**config.mk**
```make
export PLATFORM = sky130hd
export DESIGN_NAME = wb_slave_regfile
export DESIGN_NICKNAME = d
export VERILOG_FILES = /design/src/rtl/wb_pkg.sv /design/src/rtl/wb_regfile_core.sv /design/src/rtl/wb_slave_regfile.sv
export SDC_FILE = /design/constraint.sdc
export NUM_CORES = 1
export LEC_CHECK = 0
export BUFFER_PORTS_ARGS = -buffer_cell sky130_fd_sc_hd__buf_2
export CORE_MARGIN = 2
export CORE_UTILIZATION = 55
export DETAILED_ROUTE_END_ITERATION = 12
export GPL_TIMING_DRIVEN = 0
export PLACE_DENSITY = 0.72
export SYNTH_ARGS = -nofsm -noshare
export SYNTH_HDL_FRONTEND = slang
export SYNTH_SLANG_ARGS = --single-unit
```
**constraint.sdc**
```tcl
create_clock -name clk_i -period 21.5 [get_ports clk_i]
set_input_delay 2.15 -clock clk_i [delete_from_list [all_inputs] [get_ports clk_i]]
set_output_delay 2.15 -clock clk_i [all_outputs]
set_load 0.05 [all_outputs]
```
**src/rtl/wb_pkg.sv**
```systemverilog
// Shared Wishbone B4 encodings and slave FSM state type.
// Imported by the register-file slave and its storage core.
package wb_pkg;

    // Cycle type identifier (cti_i)
    typedef enum logic [2:0] {
        CTI_CLASSIC = 3'b000,
        CTI_INCR    = 3'b010,
        CTI_EOB     = 3'b111
    } cti_t;

    // Burst type extension (bte_i); only linear is served
    typedef enum logic [1:0] {
        BTE_LINEAR = 2'b00,
        BTE_WRAP4  = 2'b01,
        BTE_WRAP8  = 2'b10,
        BTE_WRAP16 = 2'b11
    } bte_t;

    // How the pending access will terminate
    typedef enum logic {
        RETURN_ACK = 1'b0,
        RETURN_ERR = 1'b1
    } ret_t;

    typedef enum logic [1:0] {
        ST_IDLE,
        ST_WAIT,
        ST_RESP,
        ST_BURST
    } wb_slv_state_t;

    localparam int WAIT_CNT_W = 4;

endpackage

```
**src/rtl/wb_regfile_core.sv**
```systemverilog
// Register storage with per-lane write enables and async reset.
// Ports: clk/rst, one lane-masked write port, one combinational read port.
module wb_regfile_core #(
    parameter int                    DATA_WIDTH  = 32,
    parameter int                    GRANULE     = 8,
    parameter int                    NUM_REGS    = 16,
    parameter int                    IDX_W       = 5,
    parameter logic [DATA_WIDTH-1:0] RESET_VALUE = '0
) (
    input  logic                          clk,
    input  logic                          rst,
    input  logic                          wr_en,
    input  logic [IDX_W-1:0]              wr_idx,
    input  logic [DATA_WIDTH/GRANULE-1:0] wr_sel,
    input  logic [DATA_WIDTH-1:0]         wr_data,
    input  logic [IDX_W-1:0]              rd_idx,
    output logic [DATA_WIDTH-1:0]         rd_data
);

    localparam int SEL_WIDTH = DATA_WIDTH / GRANULE;

    logic [DATA_WIDTH-1:0] mem [NUM_REGS];

    always_ff @(posedge clk or posedge rst) begin
        if (rst) begin
            for (int r = 0; r < NUM_REGS; r++) begin
                mem[r] <= RESET_VALUE;
            end
        end else if (wr_en) begin
            for (int r = 0; r < NUM_REGS; r++) begin
                if (wr_idx == IDX_W'(r)) begin
                    for (int g = 0; g < SEL_WIDTH; g++) begin
                        if (wr_sel[g]) begin
                            mem[r][g*GRANULE +: GRANULE] <=
                                wr_data[g*GRANULE +: GRANULE];
                        end
                    end
                end
            end
        end
    end

    // Indices past the last register read as zero (burst look-ahead)
    always_comb begin
        rd_data = '0;
        for (int r = 0; r < NUM_REGS; r++) begin
            if (rd_idx == IDX_W'(r)) begin
                rd_data = mem[r];
            end
        end
    end

endmodule

```
**src/rtl/wb_slave_regfile.sv**
```systemverilog
// Wishbone B4 slave: register bank with wait states, RO protection,
// linear incrementing bursts. Ports: Wishbone slave signals (_i/_o).
module wb_slave_regfile
    import wb_pkg::*;
#(
    parameter int                    ADDR_WIDTH  = 16,
    parameter int                    DATA_WIDTH  = 32,
    parameter int                    GRANULE     = 8,
    parameter int                    NUM_REGS    = 16,
    parameter int                    BASE_ADDR   = 0,
    parameter int                    WAIT_STATES = 1,
    parameter logic [NUM_REGS-1:0]   RO_MASK     = '0,
    parameter logic [DATA_WIDTH-1:0] RESET_VALUE = '0
) (
    input  logic                          clk_i,
    input  logic                          rst_i,
    input  logic [ADDR_WIDTH-1:0]         adr_i,
    input  logic [DATA_WIDTH-1:0]         dat_i,
    output logic [DATA_WIDTH-1:0]         dat_o,
    input  logic [DATA_WIDTH/GRANULE-1:0] sel_i,
    input  logic                          we_i,
    input  logic                          cyc_i,
    input  logic                          stb_i,
    input  logic [2:0]                    cti_i,
    input  logic [1:0]                    bte_i,
    output logic                          ack_o,
    output logic                          err_o
);

    localparam int SEL_WIDTH = DATA_WIDTH / GRANULE;
    localparam int LSB       = $clog2(SEL_WIDTH);
    // One spare bit so a burst pointer can step past the last register
    localparam int IDX_W     = $clog2(NUM_REGS) + 1;
    localparam logic [WAIT_CNT_W-1:0] WAIT_LAST =
        WAIT_CNT_W'((WAIT_STATES > 0) ? WAIT_STATES - 1 : 0);

    wb_slv_state_t state_q, state_d;

    logic [IDX_W-1:0]      ptr_q;
    logic                  we_q;
    logic [SEL_WIDTH-1:0]  sel_q;
    ret_t                  ret_q;
    logic [WAIT_CNT_W-1:0] cnt_q;
    logic [DATA_WIDTH-1:0] rd_q;

    logic [ADDR_WIDTH-1:0] off;
    logic [ADDR_WIDTH-1:0] idx_full;
    logic [IDX_W-1:0]      idx_dec;
    logic                  dec_err;
    logic                  req;
    logic                  beat;
    logic                  beat_err;

    logic                  wr_en;
    logic [SEL_WIDTH-1:0]  wr_sel;
    logic [IDX_W-1:0]      rd_addr;
    logic [DATA_WIDTH-1:0] rd_data;

    function automatic logic is_ro(input logic [IDX_W-1:0] i);
        logic r;
        r = 1'b0;
        for (int k = 0; k < NUM_REGS; k++) begin
            if (i == IDX_W'(k)) r = RO_MASK[k];
        end
        return r;
    endfunction

    assign req = cyc_i & stb_i;

    always_comb begin
        off      = adr_i - ADDR_WIDTH'(BASE_ADDR);
        idx_full = off >> LSB;
        idx_dec  = IDX_W'(idx_full);
        dec_err  = (|(adr_i & ADDR_WIDTH'(SEL_WIDTH - 1)))
                 | (adr_i < ADDR_WIDTH'(BASE_ADDR))
                 | (idx_full >= ADDR_WIDTH'(NUM_REGS))
                 | (we_i & (|sel_i) & is_ro(idx_dec))
                 | ((cti_i == CTI_INCR) & (bte_i != BTE_LINEAR));
    end

    // Follow-on burst beats: range and RO are checked per beat
    assign beat     = (state_q == ST_BURST) & cyc_i & stb_i;
    assign beat_err = (ptr_q >= IDX_W'(NUM_REGS))
                    | (we_q & (|sel_i) & is_ro(ptr_q));

    always_ff @(posedge clk_i or posedge rst_i) begin
        if (rst_i) state_q <= ST_IDLE;
        else       state_q <= state_d;
    end

    always_comb begin
        state_d = state_q;
        unique case (state_q)
            ST_IDLE: begin
                if (req) begin
                    state_d = (WAIT_STATES > 0) ? ST_WAIT : ST_RESP;
                end
            end
            ST_WAIT: begin
                if (!cyc_i)                  state_d = ST_IDLE;
                else if (cnt_q == WAIT_LAST) state_d = ST_RESP;
            end
            ST_RESP: begin
                if (ret_q == RETURN_ACK && cti_i == CTI_INCR && cyc_i)
                    state_d = ST_BURST;
                else
                    state_d = ST_IDLE;
            end
            ST_BURST: begin
                if (!cyc_i)
                    state_d = ST_IDLE;
                else if (stb_i && (beat_err || cti_i == CTI_EOB))
                    state_d = ST_IDLE;
            end
        endcase
    end

    // Writes commit on the edge at which the master samples ack_o.
    // rd_addr looks one word ahead so the next beat's data is registered.
    always_comb begin
        ack_o   = 1'b0;
        err_o   = 1'b0;
        wr_sel  = sel_q;
        rd_addr = ptr_q;
        unique case (state_q)
            ST_IDLE: rd_addr = idx_dec;
            ST_WAIT: rd_addr = ptr_q;
            ST_RESP: begin
                ack_o   = (ret_q == RETURN_ACK);
                err_o   = (ret_q == RETURN_ERR);
                rd_addr = ptr_q + IDX_W'(1);
            end
            ST_BURST: begin
                ack_o   = beat & ~beat_err;
                err_o   = beat & beat_err;
                wr_sel  = sel_i;
                rd_addr = beat ? ptr_q + IDX_W'(1) : ptr_q;
            end
        endcase
        wr_en = ack_o & we_q;
        dat_o = (ack_o & ~we_q) ? rd_q : '0;
    end

    always_ff @(posedge clk_i or posedge rst_i) begin
        if (rst_i) begin
            ptr_q <= '0;
            we_q  <= 1'b0;
            sel_q <= '0;
            ret_q <= RETURN_ACK;
            cnt_q <= '0;
            rd_q  <= '0;
        end else begin
            rd_q <= rd_data;
            unique case (state_q)
                ST_IDLE: begin
                    if (req) begin
                        ptr_q <= idx_dec;
                        we_q  <= we_i;
                        sel_q <= sel_i;
                        ret_q <= dec_err ? RETURN_ERR : RETURN_ACK;
                        cnt_q <= '0;
                    end
                end
                ST_WAIT:  cnt_q <= cnt_q + WAIT_CNT_W'(1);
                ST_RESP:  ptr_q <= ptr_q + IDX_W'(1);
                ST_BURST: if (beat) ptr_q <= ptr_q + IDX_W'(1);
            endcase
        end
    end

    wb_regfile_core #(
        .DATA_WIDTH (DATA_WIDTH),
        .GRANULE    (GRANULE),
        .NUM_REGS   (NUM_REGS),
        .IDX_W      (IDX_W),
        .RESET_VALUE(RESET_VALUE)
    ) u_core (
        .clk    (clk_i),
        .rst    (rst_i),
        .wr_en  (wr_en),
        .wr_idx (ptr_q),
        .wr_sel (wr_sel),
        .wr_data(dat_i),
        .rd_idx (rd_addr),
        .rd_data(rd_data)
    );

endmodule

```
==> metrics.md, run 1 <==
| Metric | Value |
|---|---|
| Run status | `finished clean` |
| End of the worst register-to-register path | `rd_q[0]` |
| Hold EP | `u_core.mem[423]` |
| Io pins | `96` |
| Cts-stage hold buffer count | `0` |
| Post-place setup slack | `roughly 14 ns` |
| CTS root buf | `clkbuf_16` |
| GP Congestion | `a little over 0.9` |
| Core Area | `between 0.04 and 0.05 mm²` |
| R2r setup slk | `16.79 ns` |
| Worst Hold Depth | `1` |
| Dpl cell area | `0.02753 mm²` |
| Worst min path class | `reg -> reg` |
| Area of the multi-input gates | `0.01144 mm²` |
| Chip height | `between 200 and 250 µm` |
| Yosys warnings | `0` |
| RSZ-0062 raised after global routing | `no` |
| Post-synth EDFFs | `0` |
| Worst slew pin tran | `1.230 ns` |
| Cells after DPL | `2763` |
| Drt total wl | `between 80 and 90 mm` |
| Die Width | `about 220 µm` |
| Dominant cell type by area after synthesis | `dfrtp_1` |
| Max Cap Viol | `0` |
| Post-route design area | `slightly below 0.03 mm²` |
| Sequential-to-total area share from yosys stat | `0.5368` |
| Synth top area share | `0.5368` |
| Storage element area | `between 0.01 and 0.015 mm²` |
| Worst Path Required | `a little under 20 ns` |
| Initial antenna violation count | `4` |
| CTS max path bufs | `3` |
| R2r startpoint | `ptr_q[0]` |
| Synth top area cells | `dfrtp_1, mux2_2, a21oi_1, nor2_1, a22oi_1` |
| Initial Util | `0.5593` |
| Critical Path Source Type | `input pin` |
| H-Tree Depth | `2` |
| Critical Path AT | `5.09 ns` |
| PwrDens | `95.28 mW/mm²` |
| Hold Violations, Final | `0` |
| Final setup margin | `14.26 ns` |
| PortBufs | `95` |
| GRT Util Overall | `0.3431` |
| IR drop worst, VDD | `between 0.07 and 0.08 mV` |
| TritonCTS clock tree | `yes` |
| CP endpoint kind | `output pin` |
| Final ANT Viol Nets | `0` |
| Shortest period the worst path allows | `approximately 7.2 ns` |
| Post-Layout Cell Count | `about 2900` |
| Peak Freq | `138.1 MHz` |
| Worst min-delay path startpoint | `u_core.mem[423]` |
| CTS buffer count | `57` |
| First-pass GRT wire length | `approximately 130 mm` |
| Layout cells sized above 1 | `0.3882` |
| Synth-to-Final Area Change | `12.44%` |
| # setup viols final | `0` |
| Vias in the first global route | `about 20000` |
| Cell count after synthesis | `2056` |
| Syn Area/Cell | `approximately 13 µm²` |
| Placed wire-length estimate | `58.64 mm` |
| Crit-path max FO | `10` |
| Clk slew on worst S/H paths | `around 0.06 ns` |
| Max-slew headroom | `0.1771` |
| Iter 0 DRT Violations | `roughly 2400` |
| Worst skew pair latency | `0.65 ns` |
| Max Slew Vio Count | `0` |
| Remaining Overflow, GRT | `0` |
| Tcrit/Tclk final | `0.3368` |
| Flops & latches, synth | `around 560` |
| Unique cell type count in the Yosys netlist | `a little under 90` |
| # nets final | `about 2300` |
| Post-Syn Nets | `about 2100` |
| Largest net degree at the start of global routing | `108` |
| Router iterations before antenna repair | `7` |
| LEAKAGE | `0.01403 µW` |
| Site row count | `79` |
| Resized Gates After CTS | `0` |
| Final core utilization | `0.6289` |
| Crit Path Class | `in -> out` |
| Post-CTS Setup Bufs | `0` |
| Synth Flop Type | `dfrtp_1` |
| Synth Cell Area | `roughly 0.026 mm²` |
| Vias per inst | `just under 7` |
| # fillers | `3614` |
| # DRC | `0` |
| Vias | `about 20000` |
| CTS Sinks | `around 560` |
| Skew final | `roughly 0.027 ns` |
| WL/cell | `29.50 µm` |
| Die area | `0.04931 mm²` |
| Reg2reg path depth | `12` |
| Asr flop ratio synth | `1.000` |
cells in the final DEF, fill, tap and decap left out, types with 26 or more instances in the layout:
cell type,netlist,final
mux2_2,524,524
a21oi_1,94,94
clkbuf_1,52,67
nor2_2,43,43
nand2_1,73,73
buf_2,51,146
nor2_1,106,106
o22ai_1,45,45
and2_1,34,34
nand3_1,26,26
clkbuf_16,0,58
dfrtp_1,561,561
o21ai_0,33,33
a22oi_1,41,41
routing by layer:
metal  GRT usage  part of all wire  up-vias
met1      0.4500              0.39    10050
met2      0.5247              0.45     1167
li1            -                 -     8031
met4      0.1957             0.064        6
met5           0           0.00048        -
met3     0.08216             0.097      304
critical path: stages:
cell      delay (ns)
buf_2           0.18
and2_1          0.25
a31oi_1         0.11
nor2_1          0.37
nor2b_1         0.88
clkbuf_1        0.64
and2_1          0.24
buf_2           0.26
through the flow:
step	total power [µW]	hold slack (ns)	TNS, ns
finish	2801	0.5010	0
global placement	1787	0.4822	-935.15
global route	2874	0.5157	0
detailed placement	1793	0.4898	0
floorplan	1524	0.4549	0
CTS	2774	0.5030	0
Yosys cell counts, types with 5 or more instances:
cell type	count
a211o_1	6
a211oi_1	11
a21oi_1	94
a221o_1	7
a221oi_1	12
a222oi_1	24
a22o_1	22
a22oi_1	41
a31oi_1	17
a32oi_1	5
and2_1	34
and3_1	24
buf_2	51
buf_4	11
buf_6	6
clkbuf_1	52
dfrtp_1	561
ha_1	7
inv_1	10
mux2_2	524
mux2i_1	9
nand2_1	73
nand2b_1	5
nand3_1	26
nand3_2	5
nor2_1	106
nor2_2	43
nor2b_1	7
nor3_1	21
nor4_1	7
nor4_4	5
o211ai_1	10
o21ai_0	33
o21ai_1	6
o221ai_1	21
o22a_1	6
o22ai_1	45
o32ai_1	10
o32ai_2	5
or3_1	17
power breakdown:
group	internal (µW)	leakage, µW	switching, µW	total (µW)
combinational	179	0.00532	518	697
sequential	1090	0.00779	20.3	1110
clock	566	0.000917	423	989
total	1840	0.0140	961	2800
layout make-up:
class,count,area share
inverters,10,0.001532
plain buffers,124,0.02170
well taps,607,0.02583
repair buffers,100,0.02085
clock inverters,13,0.004341
diodes,1,0.00008511
flip-flops and latches,561,0.4775
multi-input cells,1361,0.3890
clock buffers,90,0.05924
worst max path at each step:
stage	startpoint	depth (start not counted)	to	slack, ns
after floorplan	rst_i	1	cnt_q[0]	3.66
after global placement	rst_i	2	u_core.mem[62]	-1.72
after detailed placement	cyc_i	8	dat_o[17]	14.26
after CTS	cyc_i	8	dat_o[17]	14.25
after global routing	cyc_i	8	dat_o[22]	14.19
final	cyc_i	8	dat_o[21]	14.26
state kept, by name (all words and copies together) (netlist names):
register,cells
u_core.mem,512
rd_q,32
ret_q,1
ptr_q,5
cnt_q,4
we_q,1
sel_q,4
state_q,2
cell families (layout without fill, tap and decap cells):
group,after synthesis,count (layout),synth area share
mux,533,533,0.2291
fa+ha+maj,7,7,0.003349
simple gates,397,397,0.08244
buf+inv,134,337,0.02584
other cells,0,1,0
compound gates,424,424,0.1224
flops,561,561,0.5368
No activity file was read; power rests on OpenSTA's default activity.
==> run 2, diff against run 1 <==
--- a/config.mk
+++ b/config.mk
@@ -5,6 +5,7 @@
 export SDC_FILE = /design/constraint.sdc
 export NUM_CORES = 1
 export LEC_CHECK = 0
+export ABC_AREA = 1
 export BUFFER_PORTS_ARGS = -buffer_cell sky130_fd_sc_hd__buf_2
 export CORE_MARGIN = 2
 export CORE_UTILIZATION = 55
==> constraint.sdc (replaced) <==
create_clock -name clk_i -period 7.5 [get_ports clk_i]
set_input_delay 0.75 -clock clk_i [delete_from_list [all_inputs] [get_ports clk_i]]
set_output_delay 0.75 -clock clk_i [all_outputs]
set_load 0.05 [all_outputs]
==> metrics.md, run 2 <==
| Metric | Value |
|---|---|
| Run status | `finished clean` |
| # DRC | `0` |
| PortBufs | `95` |
| Synth Cell Area | `~0.025 mm²` |
| # setup viols final | `0` |
| Reg2reg path depth | `13` |
| Synth-to-Final Area Change | `14.07%` |
| R2r setup slk | `just over 4 ns` |
| Critical Path AT | `between 3 and 4 ns` |
| Critical-path top delay cell | `nand2_1` |
| LEAKAGE | `around 0.013 µW` |
| Core Area | `between 0.04 and 0.05 mm²` |
| CP endpoint kind | `output pin` |
| Vias per inst | `approximately 5.5` |
| Die area | `0.04727 mm²` |
| Cell count after synthesis | `around 3000` |
| R2r startpoint | `ptr_q[0]` |
| Router iterations before antenna repair | `8` |
| Diode count | `0` |
| Unique cell type count in the Yosys netlist | `35` |
| Max Cap Viol | `0` |
| Post-Syn Nets | `a little over 3000` |
| Drt total wl | `68.91 mm` |
| GP Congestion | `0.9297` |
| Worst slew pin tran | `between 0.8 and 0.9 ns` |
| Final setup TNS | `0 ns` |
| Resized Gates After CTS | `0` |
| Post-synth EDFFs | `0` |
| Tcrit/Tclk final | `0.5244` |
| CP Buf/Inv Count | `4` |
| Crit path depth | `9` |
| Max FFs per register | `512` |
| Site row count | `around 80` |
| TritonCTS clock tree | `yes` |
| Largest net degree at the start of global routing | `46` |
| GRT Util Overall | `0.2971` |
| Crit Path Class | `reg -> out` |
| Worst min path class | `in -> async` |
| Worst Path Required | `between 6 and 7 ns` |
| Syn Area/Cell | `roughly 8 µm²` |
| Hold Violations, Final | `0` |
| CTS root buf | `clkbuf_16` |
| Remaining Overflow, GRT | `0` |
| Synth top area cells | `dfrtp_1, nand2_1, o21ai_1, o21ai_0, inv_1` |
| Synth top area share | `0.5604` |
| PwrDens | `277.7 mW/mm²` |
| Most common cell after layout, fill and taps aside | `nand2_1` |
| Worst skew pair latency | `about 0.62 ns` |
| Placed wire-length estimate | `51.94 mm` |
| Yosys warnings | `0` |
| CP top delay family | `simple AND/OR/NAND/NOR gates` |
| Final ANT Viol Nets | `0` |
| Storage element area | `between 0.01 and 0.015 mm²` |
| Peak Freq | `254.3 MHz` |
| Dominant cell type by area after synthesis | `dfrtp_1` |
| Initial Util | `0.5544` |
| Skew final | `~0.019 ns` |
| Iter 0 DRT Violations | `1834` |
| Asr flop ratio synth | `1.000` |
| RSZ-0062 raised after global routing | `no` |
| CTS buffer count | `between 50 and 60` |
| Most flops, register | `u_core.mem` |
| Crit-path max FO | `10` |
| IR drop worst, VDD | `between 0.2 and 0.25 mV` |
| Die Width | `217.4 µm` |
| Post-Layout Cell Count | `roughly 3900` |
| Max Slew Vio Count | `0` |
| Sequential-to-total area share from yosys stat | `0.5604` |
| Post-CTS Setup Bufs | `0` |
| Chip height | `around 220 µm` |
| Shortest period the worst path allows | `a little under 4 ns` |
| Cells after DPL | `3757` |
| H-Tree Depth | `2` |
| Io pins | `96` |
| Top-count cell post-synth | `nand2_1` |
| End of the worst register-to-register path | `rd_q[16]` |
| # fillers | `roughly 3900` |
| Cts-stage hold buffer count | `0` |
| # nets final | `3284` |
| Layout cells sized above 1 | `0.1113` |
| Synth Flop Type | `dfrtp_1` |
| Vias | `21360` |
| Critical path, cell by cell | `buf_4 -> inv_2 -> nor2_1 -> nand2_1 -> o21ai_2 -> nand2_1 -> clkbuf_1 -> nor2_1 -> buf_2` |
| CTS Sinks | `between 500 and 600` |
| Vias in the first global route | `20970` |
| Clk slew on worst S/H paths | `0.06 ns` |
| Initial antenna violation count | `0` |
| Flops & latches, synth | `~560` |
| Most frequent cells in the layout | `nand2_1, dfrtp_1, o21ai_1` |
| Worst stage delay on the critical path | `approximately 0.43 ns` |
| First-pass GRT wire length | `~110 mm` |
| Most frequent cells after synthesis | `nand2_1, dfrtp_1, o21ai_1, inv_1, o21ai_0` |
| WL/cell | `between 15 and 20 µm` |
| Top flop regs | `u_core.mem x512, rd_q x32, ptr_q x5` |
| Critical Path Source Type | `register` |
| Area of the multi-input gates | `approximately 0.0094 mm²` |
| CTS max path bufs | `3` |
| Max-slew headroom | `0.3998` |
==> run 2: cell count changes after synthesis, moves of 73 or more <==
cell	previous run	this run
nand3_1	26	111
inv_1	10	215
mux2_2	524	0
nor2_1	106	179
o21ai_0	33	208
nand4_1	3	89
o21ai_1	6	321
nand2_1	73	1007
==> run 2: layer usage <==
metal  wire length [µm]  track usage  part of all wire
met1              29340       0.4030              0.43
met2              33230       0.4941              0.48
met3               4229      0.04226             0.061
met5                  0            0                 0
met4               2104       0.1002             0.031
==> run 2: layout make-up <==
type,instances,area share
sequential,561,0.4912
multi-input combinational,2096,0.3294
clock buffer,86,0.06112
inverter,225,0.02968
timing repair buffer,110,0.02715
buffer,165,0.02644
tap,600,0.02627
clock inverter,17,0.008713
==> run 2: worst max-delay path by stage <==
stage / start / endpoint / slack (ns)
after global placement: rst_i / u_core.mem[129] / -3.70
after floorplan: rst_i / cnt_q[0] / -0.89
final: state_q[1] / dat_o[2] / 3.57
after CTS: state_q[1] / dat_o[2] / 3.61
after global routing: state_q[1] / dat_o[3] / 3.46
after detailed placement: cyc_i / rd_q[29] / 4.02
==> run 2: worst register-to-register path, stage by stage, from the launching register on <==
cell	delay, ns
dfrtp_1	0.46
ha_1	0.26
inv_1	0.07
nor2_1	0.05
ha_1	0.27
inv_1	0.05
nand3_1	0.09
nand3_1	0.10
nand2_2	0.16
nand3_2	0.21
nor2_1	0.65
clkbuf_1	0.63
nand2_1	0.21
nand3_1	0.15
==> run 2: report_power, final <==
part | internal (µW) | switching (µW)
Clock | 1800 | 1190
Combinational | 410 | 1270
Sequential | 3170 | 84.9
Total | 5390 | 2550
==> run 2: through the flow <==
stage | setup WS [ns] | utilization | hold WS, ns | total power, µW | cell area, µm²
finish | 3.567 | 0.6324 | 0.2386 | 7937 | 28580
global route | 3.459 | 0.6324 | 0.2809 | 8241 | 28580
CTS | 3.610 | 0.6324 | 0.2423 | 7933 | 28580
detailed placement | 4.023 | 0.5883 | 0.4625 | 4958 | 26580
global placement | -3.699 | 0.5816 | 0.4594 | 4904 | 26280
floorplan | -0.8877 | - | 0.4452 | 4367 | 25060
==> run 2: cell families after synthesis <==
| logic type | count (synthesis) | synth area share |
|---|---|---|
| XOR/XNOR | 1 | 0.0003497 |
| adder cells (fa/ha/maj) | 7 | 0.003496 |
| AO/OA/AOI/OAI | 625 | 0.1283 |
| AND/OR/NAND/NOR | 1463 | 0.2436 |
| flip-flops | 561 | 0.5604 |
| buffers and inverters | 390 | 0.06388 |
